$ cat config.mk
export PLATFORM = sky130hd
export DESIGN_NAME = sprite_animator_flat
export DESIGN_NICKNAME = d
export VERILOG_FILES = /design/src/rtl/sprite_pkg.sv /design/src/rtl/sprite_animator_if.sv /design/src/rtl/sprite_rom.sv /design/src/rtl/sprite_animator.sv /design/src/flat_wrapper.sv
export SDC_FILE = /design/constraint.sdc
export NUM_CORES = 1
export LEC_CHECK = 0
export CORE_ASPECT_RATIO = 0.5
export CORE_UTILIZATION = 64
export CTS_BUF_LIST = sky130_fd_sc_hd__clkbuf_8
export CTS_CLUSTER_DIAMETER = 30
export DETAILED_ROUTE_END_ITERATION = 8
export PLACE_DENSITY = 0.84
export SLEW_MARGIN = 20
export SYNTH_ARGS = -nofsm -noshare
export SYNTH_HDL_FRONTEND = slang
export SYNTH_HIERARCHICAL = 1
export SYNTH_SLANG_ARGS = --single-unit
$ cat constraint.sdc
create_clock -name clk -period 15.8 [get_ports clk]
set_clock_uncertainty 0.15 [all_clocks]
set_input_delay 3.16 -clock clk [delete_from_list [all_inputs] [get_ports clk]]
set_output_delay 3.16 -clock clk [all_outputs]
set_load 0.005 [all_outputs]
$ cat src/rtl/sprite_pkg.sv
// Shared types for the sprite animator: pose/state enums, animation frame
// encoding, frame base table and the sprite ROM contents.
package sprite_pkg;

    localparam int unsigned COORD_W = 11;
    localparam int unsigned WORD_W  = 16;
    localparam int unsigned RGB_W   = 12;
    localparam int unsigned CNT_W   = 8;

    typedef enum logic [1:0] {
        MODE_STAND = 2'd0,
        MODE_RUN   = 2'd1,
        MODE_DUCK  = 2'd2,
        MODE_DEAD  = 2'd3
    } mode_e;

    typedef enum logic [1:0] {
        ST_STAND = 2'd0,
        ST_RUN   = 2'd1,
        ST_DUCK  = 2'd2,
        ST_DEAD  = 2'd3
    } state_e;

    typedef enum logic [2:0] {
        IDX_STAND  = 3'd0,
        IDX_DEAD   = 3'd1,
        IDX_RUN_L  = 3'd2,
        IDX_RUN_R  = 3'd3,
        IDX_DUCK_L = 3'd4,
        IDX_DUCK_R = 3'd5
    } anim_idx_e;

    // Frame index shown for a given pose and leg phase.
    function automatic logic [2:0] anim_of(input state_e st, input logic leg);
        logic [2:0] idx;
        case (st)
            ST_RUN:  idx = leg ? 3'(IDX_RUN_R)  : 3'(IDX_RUN_L);
            ST_DUCK: idx = leg ? 3'(IDX_DUCK_R) : 3'(IDX_DUCK_L);
            ST_DEAD: idx = 3'(IDX_DEAD);
            default: idx = 3'(IDX_STAND);
        endcase
        return idx;
    endfunction

    // FRAME_BASE table: frames are packed back to back in anim_idx order.
    function automatic int unsigned frame_base(input logic [2:0] idx,
                                               input int unsigned run_sz,
                                               input int unsigned duck_sz);
        int unsigned base;
        case (idx)
            3'(IDX_STAND):  base = 0;
            3'(IDX_DEAD):   base = run_sz;
            3'(IDX_RUN_L):  base = 2 * run_sz;
            3'(IDX_RUN_R):  base = 3 * run_sz;
            3'(IDX_DUCK_L): base = 4 * run_sz;
            default:        base = 4 * run_sz + duck_sz;
        endcase
        return base;
    endfunction

    // ROM contents: {rgb[11:0], alpha[3:0]}; every fourth word is transparent.
    function automatic logic [WORD_W-1:0] rom_word(input logic [15:0] a,
                                                   input int unsigned depth);
        if (32'(a) >= depth) begin
            return '0;
        end
        return {a[11:0] ^ {8'h00, a[15:12]}, (a[1:0] == 2'b00) ? 4'h0 : 4'hF};
    endfunction

endpackage

$ cat src/rtl/sprite_animator_if.sv
// Pixel query / animation control bundle for sprite_animator.
// Optional mirror input exists only when SPRITE_MIRROR_EN is defined.
interface sprite_animator_if;
    logic        frame_tick;
    logic [1:0]  mode;
    logic        pix_valid;
    logic [9:0]  x;
    logic [9:0]  y;
    logic [9:0]  pos_x;
    logic [8:0]  pos_y;
`ifdef SPRITE_MIRROR_EN
    logic        mirror;
`endif
    logic        pix_valid_o;
    logic        opaque;
    logic [11:0] rgb;
    logic [2:0]  anim_idx;

`ifdef SPRITE_MIRROR_EN
    modport master (output frame_tick, mode, pix_valid, x, y, pos_x, pos_y, mirror,
                    input  pix_valid_o, opaque, rgb, anim_idx);
    modport slave  (input  frame_tick, mode, pix_valid, x, y, pos_x, pos_y, mirror,
                    output pix_valid_o, opaque, rgb, anim_idx);
`else
    modport master (output frame_tick, mode, pix_valid, x, y, pos_x, pos_y,
                    input  pix_valid_o, opaque, rgb, anim_idx);
    modport slave  (input  frame_tick, mode, pix_valid, x, y, pos_x, pos_y,
                    output pix_valid_o, opaque, rgb, anim_idx);
`endif
endinterface

$ cat src/rtl/sprite_rom.sv
// Synchronous-read sprite ROM, one-cycle latency, all six frames contiguous.
module sprite_rom
    import sprite_pkg::*;
#(
    parameter int unsigned ADDR_W = 16,
    parameter int unsigned DEPTH  = 47248
) (
    input  logic              clk,
    input  logic [ADDR_W-1:0] addr,
    output logic [WORD_W-1:0] rdata
);
    logic [15:0]       addr16;
    logic [WORD_W-1:0] rdata_q;

    assign addr16 = 16'(addr);

    // Registered read port.
    always_ff @(posedge clk) begin
        rdata_q <= rom_word(addr16, DEPTH);
    end

    assign rdata = rdata_q;
endmodule

$ cat src/rtl/sprite_animator.sv
// Sprite animator: pose FSM with leg-swap counter plus a 2-stage pixel
// pipeline (hit test / ROM fetch). Define SPRITE_MIRROR_EN for horizontal
// mirroring via a frame-latched mirror input.
module sprite_animator
    import sprite_pkg::*;
#(
    parameter int unsigned RUN_W          = 88,
    parameter int unsigned RUN_H          = 94,
    parameter int unsigned DUCK_W         = 118,
    parameter int unsigned DUCK_H         = 60,
    parameter int unsigned TICKS_PER_STEP = 6,
    parameter int unsigned ADDR_W         = 16
) (
    input logic              clk,
    input logic              rst,
    sprite_animator_if.slave bus
);
    localparam int unsigned RUN_SZ    = RUN_W * RUN_H;
    localparam int unsigned DUCK_SZ   = DUCK_W * DUCK_H;
    localparam int unsigned ROM_DEPTH = 4 * RUN_SZ + 2 * DUCK_SZ;

    state_e             state_q, state_d;
    logic [CNT_W-1:0]   cnt_q, cnt_d;
    logic               leg_q, leg_d;
    logic [2:0]         anim_idx_q, anim_idx_d;
    state_e             req_state;

    logic [COORD_W-1:0] x_e, y_e, px_e, py_e;
    logic [COORD_W-1:0] s1_w_d, s1_h_d, s1_dx_d, s1_dy_d;
    logic [COORD_W-1:0] s1_w_q, s1_h_q, s1_dx_q, s1_dy_q;
    logic               s1_hit_d, s1_hit_q, s1_valid_q;
    logic [ADDR_W-1:0]  s1_base_d, s1_base_q;
    logic               s2_valid_q, s2_hit_q;
    logic [COORD_W-1:0] row_c, col_c;
    logic [ADDR_W-1:0]  rom_addr_c;
    logic [WORD_W-1:0]  rom_word_w;
    logic               opaque_c;

`ifdef SPRITE_MIRROR_EN
    logic mirror_q, mirror_d, s1_mirror_q;
`endif

    assign req_state = state_e'(bus.mode);

    // Pose FSM and leg counter; everything moves only on frame_tick.
    always_comb begin
        state_d = state_q;
        cnt_d   = cnt_q;
        leg_d   = leg_q;
        if (bus.frame_tick) begin
            if (state_q == ST_DEAD) begin
                state_d = (req_state == ST_STAND) ? ST_STAND : ST_DEAD;
            end else begin
                state_d = req_state;
            end
            if (state_d == ST_RUN || state_d == ST_DUCK) begin
                if (state_d != state_q) begin
                    cnt_d = '0;
                    leg_d = 1'b0;
                end else if (cnt_q == CNT_W'(TICKS_PER_STEP - 1)) begin
                    cnt_d = '0;
                    leg_d = ~leg_q;
                end else begin
                    cnt_d = cnt_q + CNT_W'(1);
                end
            end else begin
                cnt_d = '0;
                leg_d = 1'b0;
            end
        end
        anim_idx_d = anim_of(state_d, leg_d);
    end

`ifdef SPRITE_MIRROR_EN
    // Mirror is a per-frame attribute, latched alongside the pose.
    always_comb begin
        mirror_d = bus.frame_tick ? bus.mirror : mirror_q;
    end
`endif

    // Animation state registers.
    always_ff @(posedge clk or negedge rst) begin
        if (!rst) begin
            state_q    <= ST_STAND;
            cnt_q      <= '0;
            leg_q      <= 1'b0;
            anim_idx_q <= '0;
`ifdef SPRITE_MIRROR_EN
            mirror_q   <= 1'b0;
`endif
        end else begin
            state_q    <= state_d;
            cnt_q      <= cnt_d;
            leg_q      <= leg_d;
            anim_idx_q <= anim_idx_d;
`ifdef SPRITE_MIRROR_EN
            mirror_q   <= mirror_d;
`endif
        end
    end

    // Stage-1 hit test at 11 bits so a sprite near the right/bottom edge never wraps.
    always_comb begin
        x_e  = COORD_W'(bus.x);
        y_e  = COORD_W'(bus.y);
        px_e = COORD_W'(bus.pos_x);
        py_e = COORD_W'(bus.pos_y);
        if (anim_idx_q == 3'(IDX_DUCK_L) || anim_idx_q == 3'(IDX_DUCK_R)) begin
            s1_w_d = COORD_W'(DUCK_W);
            s1_h_d = COORD_W'(DUCK_H);
        end else begin
            s1_w_d = COORD_W'(RUN_W);
            s1_h_d = COORD_W'(RUN_H);
        end
        s1_hit_d  = (x_e >= px_e) && (x_e < px_e + s1_w_d) &&
                    (y_e >= py_e) && (y_e < py_e + s1_h_d);
        s1_dx_d   = x_e - px_e;
        s1_dy_d   = y_e - py_e;
        s1_base_d = ADDR_W'(frame_base(anim_idx_q, RUN_SZ, DUCK_SZ));
    end

    // Stage-1 registers: the query is bound to the frame selected this cycle.
    always_ff @(posedge clk or negedge rst) begin
        if (!rst) begin
            s1_valid_q  <= 1'b0;
            s1_hit_q    <= 1'b0;
            s1_w_q      <= '0;
            s1_h_q      <= '0;
            s1_dx_q     <= '0;
            s1_dy_q     <= '0;
            s1_base_q   <= '0;
`ifdef SPRITE_MIRROR_EN
            s1_mirror_q <= 1'b0;
`endif
        end else begin
            s1_valid_q  <= bus.pix_valid;
            s1_hit_q    <= s1_hit_d;
            s1_w_q      <= s1_w_d;
            s1_h_q      <= s1_h_d;
            s1_dx_q     <= s1_dx_d;
            s1_dy_q     <= s1_dy_d;
            s1_base_q   <= s1_base_d;
`ifdef SPRITE_MIRROR_EN
            s1_mirror_q <= mirror_q;
`endif
        end
    end

    // ROM address: rows are stored bottom-up within each frame.
    always_comb begin
        row_c = s1_h_q - COORD_W'(1) - s1_dy_q;
`ifdef SPRITE_MIRROR_EN
        col_c = s1_mirror_q ? (s1_w_q - COORD_W'(1) - s1_dx_q) : s1_dx_q;
`else
        col_c = s1_dx_q;
`endif
        rom_addr_c = s1_base_q + ADDR_W'(row_c) * ADDR_W'(s1_w_q) + ADDR_W'(col_c);
    end

    sprite_rom #(
        .ADDR_W (ADDR_W),
        .DEPTH  (ROM_DEPTH)
    ) u_rom (
        .clk   (clk),
        .addr  (rom_addr_c),
        .rdata (rom_word_w)
    );

    // Stage-2 qualifiers travelling alongside the ROM word.
    always_ff @(posedge clk or negedge rst) begin
        if (!rst) begin
            s2_valid_q <= 1'b0;
            s2_hit_q   <= 1'b0;
        end else begin
            s2_valid_q <= s1_valid_q;
            s2_hit_q   <= s1_hit_q;
        end
    end

    assign opaque_c        = s2_valid_q & s2_hit_q & (rom_word_w[3:0] == 4'hF);
    assign bus.opaque      = opaque_c;
    assign bus.rgb         = opaque_c ? rom_word_w[WORD_W-1:4] : RGB_W'(0);
    assign bus.pix_valid_o = s2_valid_q;
    assign bus.anim_idx    = anim_idx_q;

endmodule

$ cat src/flat_wrapper.sv
// flat-port wrapper written by rule: the top's interface ports become plain ports
module sprite_animator_flat import sprite_pkg::*;
#(
    parameter int unsigned RUN_W          = 88,
    parameter int unsigned RUN_H          = 94,
    parameter int unsigned DUCK_W         = 118,
    parameter int unsigned DUCK_H         = 60,
    parameter int unsigned TICKS_PER_STEP = 6,
    parameter int unsigned ADDR_W         = 16
)
  (clk, rst, bus_frame_tick, bus_mode, bus_pix_valid, bus_x, bus_y, bus_pos_x, bus_pos_y, bus_pix_valid_o, bus_opaque, bus_rgb, bus_anim_idx);
  sprite_animator_if bus_i ();
  input logic clk;
  input logic rst;
  input wire logic [$bits(bus_i.frame_tick)-1:0] bus_frame_tick;
  input wire logic [$bits(bus_i.mode)-1:0] bus_mode;
  input wire logic [$bits(bus_i.pix_valid)-1:0] bus_pix_valid;
  input wire logic [$bits(bus_i.x)-1:0] bus_x;
  input wire logic [$bits(bus_i.y)-1:0] bus_y;
  input wire logic [$bits(bus_i.pos_x)-1:0] bus_pos_x;
  input wire logic [$bits(bus_i.pos_y)-1:0] bus_pos_y;
  output wire logic [$bits(bus_i.pix_valid_o)-1:0] bus_pix_valid_o;
  output wire logic [$bits(bus_i.opaque)-1:0] bus_opaque;
  output wire logic [$bits(bus_i.rgb)-1:0] bus_rgb;
  output wire logic [$bits(bus_i.anim_idx)-1:0] bus_anim_idx;
  assign bus_i.frame_tick = bus_frame_tick;
  assign bus_i.mode = bus_mode;
  assign bus_i.pix_valid = bus_pix_valid;
  assign bus_i.x = bus_x;
  assign bus_i.y = bus_y;
  assign bus_i.pos_x = bus_pos_x;
  assign bus_i.pos_y = bus_pos_y;
  assign bus_pix_valid_o = bus_i.pix_valid_o;
  assign bus_opaque = bus_i.opaque;
  assign bus_rgb = bus_i.rgb;
  assign bus_anim_idx = bus_i.anim_idx;
  sprite_animator #(.RUN_W(RUN_W), .RUN_H(RUN_H), .DUCK_W(DUCK_W), .DUCK_H(DUCK_H), .TICKS_PER_STEP(TICKS_PER_STEP), .ADDR_W(ADDR_W)) u_core (.clk(clk), .rst(rst), .bus(bus_i));
endmodule
==> results.yml, run 1 <==
global_route:
  gr-total-overflow: 0
  grt_pass1_vias: 5479
  grt_max_degree: 51
  grt_pass1_wl_um: 25100
  track_usage_pct: 28.0
  antenna_found_initial: 0
critical_path:
  r2r_setup_slack_ps: 8530
  critPathLaunch: "u_core/s1_h_q[1]"
  arrival_ps: 7340
  endpoint_kind: "flip-flop"
  path_class: "reg2reg"
  start_kind: "flip-flop"
  required_ps: 15870
  worstPathMaxFanout: 13
  timing.rr.end: "u_core/u_rom/rdata[6]"
  reg2reg_depth: 26
  r2r_start: "u_core/s1_h_q[1]"
synth:
  syn_avg_cell_area_um2: 9.04
  synth-seq-area-share_pct: 21.1
  synth_top_area_share_pct: 19.6
  synth_edf_count: 0
  synthMuxAreaShare_pct: 0.157
  synth_top_cell_by_area: "ha_1"
  synthAdderAreaFrac_pct: 36.0
  yosys.area_share.simple_pct: 14.6
  synth_xor_area_share_pct: 6.60
  ys_types: 69
  yosysWarnings: 6
  synth_compound_area_share_pct: 11.1
  syn_area_mm2: 0.00715
  syn_nets: 1006
  netlist_top_cells_area: "ha_1, dfrtp_1, fa_1"
  synthArstFlopShare_pct: 79.4
  synth_top_family_by_area: "adder cells"
  syn-instance-count: 791
  ys_ff_latch: 63
  ys.flop_type: "dfrtp_1"
clock_network:
  post_cts_resized: 0
  hold_buffers: 0
  cts_sinks: 63
  max-clock-path-buffers: 2
  clock_latency_ps: 360
  cts_tree: "done"
  cts_setup_buffers: 0
  cts-root-buf: "clkbuf_8"
  ctsHtreeMaxLevel: 3
  cts_made_buffers: 9
  clk_pin_slew_worst_paths_ps: 70
worst_hold_path:
  hp-class: "reg2reg"
  min_from: "u_core/s1_valid_q"
  whs_path_depth: 0
  worstHoldEndpoint: "u_core/bus.pix_valid_o"
finish:
  area_delta_synth_final_pct: 13.0
  final_common_cell: "inv_1"
  finalNonFillerCells: 997
  drive_gt1_share_pct: 4.78
  fin_nets: 1067
  layout_common_cells: "inv_1, ha_1, clkdlybuf4s50_1"
  diodes: 0
  fillers: 740
outcome:
  status: "finished clean"
placed_design:
  placed_cells: 981
  dp_hpwl_um: 12300
  globalplace.congestion: 0.938
  port_buffers: 61
sta:
  slew_headroom_pct: 55.0
  tns_ps: 0
  final-setup-viol-count: 0
  fmaxAchievable_ghz: 0.138
  worstMarginPinSlew_ps: 673
  finalMaxSlewViolations: 0
  grt_setup_unrepaired: "false"
  period_share_pct: 46.0
  period_minus_slack_ps: 7270
  hold_violations: 0
floorplan:
  ios: 62
  core_area_mm2: 0.0105
  row_count: 26
  fp.dieH_um: 76.7
  initial_core_util_pct: 67.8
  die_w_um: 151
  die_area_mm2: 0.0116
detailed_routing:
  wl_um: 14800
  drtAntennaViolNets: 0
  vias_per_cell: 5.44
  firstDrtPassIters: 5
  remaining_drc_errors: 0
  dr_total_vias: 5427
  wl_per_cell_um: 14.9
  first_iter_violations: 238
run:
  cap_violations: 0
[cells by family (layout without fill, tap and decap cells)]
group | after synthesis | count (layout)
flops | 63 | 63
xor+xnor | 53 | 53
fa+ha+maj | 171 | 171
compound gates | 120 | 120
buf+inv | 193 | 259
other cells | 1 | 1
mux | 1 | 1
simple gates | 189 | 189
[critical path, stage by stage (launching register included)]
cell and delay (ps):
dfrtp_1 520, ha_1 320, fa_1 440, a211oi_2 300, o21ai_1 110, a21oi_1 180
xnor2_1 190, nand2_1 150, fa_1 540, fa_1 520, inv_1 50, ha_1 310
fa_1 540, inv_1 50, fa_1 530, inv_1 40, ha_1 230, or3_1 380
o2111ai_1 120, a21boi_1 140, nor2_1 110, a21oi_1 90, xnor2_1 290, nand4_1 120
or2_1 320, a21oi_4 300, nor3_1 110
[per-stage QoR]
stage,setup slack (ps),hold WS [ps],cell area (um^2),util (%)
6_report,8530,205,8080,76.6
5_1_grt,8040,227,8080,76.6
4_1_cts,8560,210,8080,76.6
3_5_place_dp,8600,195,7870,74.7
3_3_place_gp,8780,182,7870,74.7
2_1_floorplan,9140,181,7150,-
[synth_stat cells (all sizes together) (3+ instances only)]
library cell  count
a211oi            6
a21boi            3
a21o             16
a21oi            23
a31oi             4
and2             26
and3              4
buf               5
clkbuf            7
dfrtp            50
dfxtp            13
fa               58
ha              112
inv             181
nand2            48
nand2b            9
nand3            11
nand4             9
nor2             22
nor2b            19
nor3             21
nor4              3
o2111ai           3
o21a              6
o21ai            37
o31ai             5
or2               4
or3               5
xnor2            35
xor2             18
[registers in the layout (all words and copies together) (netlist names), 2 cells and up]
signal / cells
u_core/bus.anim_idx: 3
u_core/cnt_q: 8
u_core/col_c: 11
u_core/s1_base_q: 7
u_core/s1_dy_q: 11
u_core/s1_h_q: 3
u_core/state_q: 2
u_core/u_rom/rdata: 13
[worst max-delay path by stage]
stage / endpoint / depth (start not counted)
floorplan: u_core/u_rom/rdata[11] / 27
global placement: u_core/u_rom/rdata[5] / 26
detailed placement: u_core/u_rom/rdata[6] / 26
CTS: u_core/u_rom/rdata[6] / 26
global route: u_core/u_rom/rdata[6] / 26
finish: u_core/u_rom/rdata[6] / 26
[layout make-up]
| class | count | area [um^2] | area share [%] |
|---|---|---|---|
| Inverter | 181 | 679 | 8.41 |
| Tap cell | 140 | 175 | 2.17 |
| Multi-Input combinational cell | 535 | 4890 | 60.5 |
| Clock buffer | 11 | 151 | 1.87 |
| Timing Repair Buffer | 62 | 613 | 7.59 |
| Clock inverter | 5 | 56.3 | 0.697 |
| Sequential cell | 63 | 1510 | 18.7 |
[routing by layer]
| metal | global-route usage (%) | wire [um] |
|---|---|---|
| met5 | 0 | 0 |
| met4 | 6.00 | 184 |
| met3 | 7.32 | 894 |
| met2 | 47.1 | 6900 |
| met1 | 36.1 | 6860 |
Power of run 1 is left out: the tool's default activity adds up to more than one toggle a clock period on the data nets, which glitch-free logic cannot reach.
==> inputs of run 2 (changes only) <==
--- a/config.mk
+++ b/config.mk
@@ -6,11 +6,11 @@
 export NUM_CORES = 1
 export LEC_CHECK = 0
 export CORE_ASPECT_RATIO = 0.5
-export CORE_UTILIZATION = 64
+export CORE_UTILIZATION = 55
 export CTS_BUF_LIST = sky130_fd_sc_hd__clkbuf_8
 export CTS_CLUSTER_DIAMETER = 30
 export DETAILED_ROUTE_END_ITERATION = 8
-export PLACE_DENSITY = 0.84
+export PLACE_DENSITY = 0.77
 export SLEW_MARGIN = 20
 export SYNTH_ARGS = -nofsm -noshare
 export SYNTH_HDL_FRONTEND = slang
==> constraint.sdc (replaced) <==
create_clock -name clk -period 6 [get_ports clk]
set_clock_uncertainty 0.15 [all_clocks]
set_input_delay 1.2 -clock clk [delete_from_list [all_inputs] [get_ports clk]]
set_output_delay 1.2 -clock clk [all_outputs]
set_load 0.005 [all_outputs]
==> results.yml, run 2 (synthesized netlist as in run 1, its figures left out) <==
placed_design:
  port_buffers: 61
  dp_hpwl_um: 12700
  placed_area_mm2: 0.00852
  globalplace.congestion: 0.877
  dp_worst_setup_slack_ps: -759
global_route:
  grt_pass1_vias: 5570
  grt_pass1_wl_um: 25700
  gr-total-overflow: 0
  grt_max_degree: 51
  antenna_found_initial: 0
  track_usage_pct: 24.6
sta:
  hold_violations: 0
  period_minus_slack_ps: 6550
  finalMaxSlewViolations: 0
  worstMarginPinSlew_ps: 734
  period_share_pct: 109
  finalWorstSetupSlack_ps: -555
  grt_setup_unrepaired: "true"
  final-setup-viol-count: 13
  slew_headroom_pct: 50.3
  fmaxAchievable_ghz: 0.153
floorplan:
  die_w_um: 163
  initial_core_util_pct: 56.5
  core_area_mm2: 0.0127
  die_area_mm2: 0.0135
  ios: 62
  row_count: 29
  fp.dieH_um: 82.6
critical_path:
  path_class: "reg2reg"
  worstPathMaxFanout: 5
  cpPeakStageDelay_ps: 560
  endpoint_kind: "flip-flop"
  arrival_ps: 6690
  start_kind: "flip-flop"
  crit_top_cell: "fa_1"
  crit_path_top_delay_cell: "fa_2"
  required_ps: 6140
clock_network:
  clk_pin_slew_worst_paths_ps: 80
  hold_buffers: 0
  cts_tree: "done"
  clock_latency_ps: 360
  cts-root-buf: "clkbuf_8"
  max-clock-path-buffers: 2
  cts_made_buffers: 9
  ctsHtreeMaxLevel: 3
  cts_sinks: 63
finish:
  fin_nets: 1147
  layout_common_cells: "inv_1, ha_1, buf_4"
  final_common_cell: "inv_1"
  drive_gt1_share_pct: 21.6
  largest_reg_flops: 13
  final_cell_area_mm2: 0.00918
  area_delta_synth_final_pct: 28.4
  diodes: 0
detailed_routing:
  wl_um: 16400
  drtAntennaViolNets: 0
  remaining_drc_errors: 0
  dr_total_vias: 5767
  vias_per_cell: 5.21
  wl_per_cell_um: 14.8
  first_iter_violations: 231
  firstDrtPassIters: 5
outcome:
  violations: "setup timing"
  status: "finished, violations left"
run:
  cap_violations: 0
worst_hold_path:
  hp-class: "reg2reg"
## run 2: cell count changes in the layout (fill, tap and decap cells not counted), sizes merged
| cell | change |
|---|---|
| buf | +78 |
| a21oi | +1 |
| bufinv | +1 |
| clkinv | +1 |
| nor2 | +1 |
| clkbuf | -2 |
## run 2: layer usage
layer	share of wire, %	up-vias	track usage (%)
met2	49	121	41.8
met4	1.5	0	7.85
li1	-	2839	-
met5	0	-	0
met1	46	2787	32.1
met3	3.7	20	4.35
## run 2: final cells by class
type / count / area (um^2)
clock inverter: 7 / 104
multi-input combinational: 537 / 5340
fill: 853 / 3480
inverter: 181 / 679
tap: 170 / 213
sequential: 63 / 1510
timing repair buffer: 140 / 1210
clock buffer: 9 / 124
## run 2: path summary, 6_finish.rpt
kind	start	endpoint	slack [ps]	cells past startpoint
worst min register to register	u_core/s1_hit_q	u_core/s2_hit_q	210	0
worst max register to register	u_core/s1_h_q[1]	u_core/u_rom/rdata[15]	-550	25
worst max-delay path	u_core/s1_h_q[1]	u_core/u_rom/rdata[15]	-550	25
max in group asynchronous	rst	u_core/s1_h_q[4]	4570	1
min in group asynchronous	rst	u_core/s1_base_q[15]	690	1
worst min-delay path	u_core/s1_hit_q	u_core/s2_hit_q	210	0
## run 2: critical path, delay by kind of cell, from the launching register on
| family | cells | cell delay, ps |
|---|---|---|
| compound gates | 3 | 420 |
| fa+ha+maj | 8 | 3050 |
| buf+inv | 5 | 500 |
| flops | 1 | 420 |
| simple gates | 9 | 1950 |
## run 2: metrics by stage
stage | instances | util [%] | hold slack, ps | TNS, ps
2_1_floorplan | 791 | - | 181 | -3940
3_3_place_gp | 1084 | 67.3 | 182 | -6770
3_5_place_dp | 1084 | 67.3 | 191 | -9580
4_1_cts | 1105 | 70.5 | 211 | -5720
5_1_grt | 1107 | 72.5 | 215 | -9400
6_report | 1107 | 72.5 | 206 | -6640
## run 2: what timing repair did
item | in CTS | in global routing
gates cloned | 2 | 0
resized for setup | 32 | 52
pin swaps | 40 | 24
endpoints found under the setup margin | 13 | 13
setup buffers | 3 | 2
Power of run 2 is left out for the same reason.
==> inputs of run 3 (changes only) <==
--- a/config.mk
+++ b/config.mk
@@ -11,7 +11,6 @@
 export CTS_CLUSTER_DIAMETER = 30
 export DETAILED_ROUTE_END_ITERATION = 8
 export PLACE_DENSITY = 0.77
-export SLEW_MARGIN = 20
 export SYNTH_ARGS = -nofsm -noshare
 export SYNTH_HDL_FRONTEND = slang
 export SYNTH_HIERARCHICAL = 1
==> results.yml, run 3 (synthesized netlist as in run 1, its figures left out) <==
outcome:
  status: "finished, violations left"
  violations: "setup timing"
clock_network:
  clock_latency_ps: 360
  cts_made_buffers: 9
  cts-root-buf: "clkbuf_8"
  max-clock-path-buffers: 2
  cts_tree: "done"
  cts_sinks: 63
  clk_pin_slew_worst_paths_ps: 80
  ctsHtreeMaxLevel: 3
sta:
  period_share_pct: 109
  fmaxAchievable_ghz: 0.153
  slew_headroom_pct: 29.6
  grt_setup_unrepaired: "true"
  hold_violations: 0
  finalMaxSlewViolations: 0
  period_minus_slack_ps: 6550
  worstMarginPinSlew_ps: 1060
  final-setup-viol-count: 13
  finalWorstSetupSlack_ps: -555
detailed_routing:
  dr_total_vias: 5767
  firstDrtPassIters: 5
  first_iter_violations: 231
  vias_per_cell: 5.21
  wl_per_cell_um: 14.8
  remaining_drc_errors: 0
  wl_um: 16400
  drtAntennaViolNets: 0
critical_path:
  crit_top_cell: "fa_1"
  required_ps: 6140
  arrival_ps: 6690
  r2r_setup_slack_ps: -550
  worstPathMaxFanout: 5
  r2r_start: "u_core/s1_h_q[1]"
  cpPeakStageDelay_ps: 560
  timing.rr.end: "u_core/u_rom/rdata[15]"
  endpoint_kind: "flip-flop"
  path_class: "reg2reg"
  start_kind: "flip-flop"
  reg2reg_depth: 25
  crit_path_top_delay_cell: "fa_2"
finish:
  largest_reg_flops: 13
  area_delta_synth_final_pct: 28.3
  fillers: 854
  diodes: 0
  fin_nets: 1147
  drive_gt1_share_pct: 21.6
  layout_common_cells: "inv_1, ha_1, buf_4"
  final_common_cell: "inv_1"
  finalNonFillerCells: 1107
global_route:
  antenna_found_initial: 0
  grt_pass1_vias: 5570
  gr-total-overflow: 0
  track_usage_pct: 24.6
  grt_pass1_wl_um: 25700
  grt_max_degree: 51
floorplan:
  die_area_mm2: 0.0135
  initial_core_util_pct: 56.5
  fp.dieH_um: 82.6
  row_count: 29
  die_w_um: 163
  core_area_mm2: 0.0127
  ios: 62
worst_hold_path:
  worstHoldEndpoint: "u_core/s2_hit_q"
  hp-class: "reg2reg"
  whs_path_depth: 0
  min_from: "u_core/s1_hit_q"
placed_design:
  globalplace.congestion: 0.877
  placed_cells: 1084
  port_buffers: 61
  dp_hpwl_um: 12700
run:
  cap_violations: 0
## run 3: cell types whose count changed in the layout (fill, tap and decap cells not counted)
| cell | delta |
|---|---|
| buf_2 | +1 |
| buf_4 | -1 |
## run 3: cell type report
type | instances | area [um^2] | area share [%]
clock inverter | 7 | 104 | 1.13
sequential | 63 | 1510 | 16.5
clock buffer | 9 | 124 | 1.35
multi-input combinational | 537 | 5340 | 58.2
inverter | 181 | 679 | 7.40
tap | 170 | 213 | 2.32
timing repair buffer | 140 | 1210 | 13.1
## run 3: how the worst max path moves through the flow
stage | from | end | slack (ps)
floorplan | u_core/s1_h_q[1] | u_core/u_rom/rdata[11] | -340
detailed placement | u_core/s1_h_q[4] | u_core/u_rom/rdata[6] | -760
finish | u_core/s1_h_q[1] | u_core/u_rom/rdata[15] | -550
global placement | u_core/s1_h_q[4] | u_core/u_rom/rdata[12] | -550
global route | u_core/s1_h_q[1] | u_core/u_rom/rdata[9] | -760
CTS | u_core/s1_dy_q[1] | u_core/u_rom/rdata[3] | -450
## run 3: what timing repair did
action,4_1_cts,5_1_grt
cloned,2,0
setup endpoints to repair,13,13
gates resized for setup,32,52
setup buffers,3,2
hold buffers,0,0
pin swaps,40,24
## run 3: worst max-delay path, delay by kind of cell (launching register included)
kind / cells / cell delay (ps)
flops: 1 / 420
fa+ha+maj: 8 / 3050
simple gates: 9 / 1950
compound gates: 3 / 420
buf+inv: 5 / 500
## run 3: stage by stage
step / cell area [um^2] / setup WS, ps / hold WS, ps / setup TNS (ps) / util [%]
final: 9180 / -555 / 206 / -6640 / 72.5
after detailed placement: 8520 / -759 / 191 / -9580 / 67.3
after global placement: 8520 / -549 / 182 / -6770 / 67.3
after global routing: 9180 / -761 / 215 / -9400 / 72.5
after floorplan: 7220 / -340 / 181 / -3940 / -
after CTS: 8920 / -454 / 211 / -5720 / 70.5
## run 3: routing by layer
layer | track usage, % | up-vias | part of all wire [%]
met5 | 0 | - | 0
met4 | 7.85 | 0 | 1.5
met3 | 4.35 | 20 | 3.7
met2 | 41.8 | 121 | 49
met1 | 32.1 | 2787 | 46
li1 | - | 2839 | -
Power of run 3 is left out for the same reason.
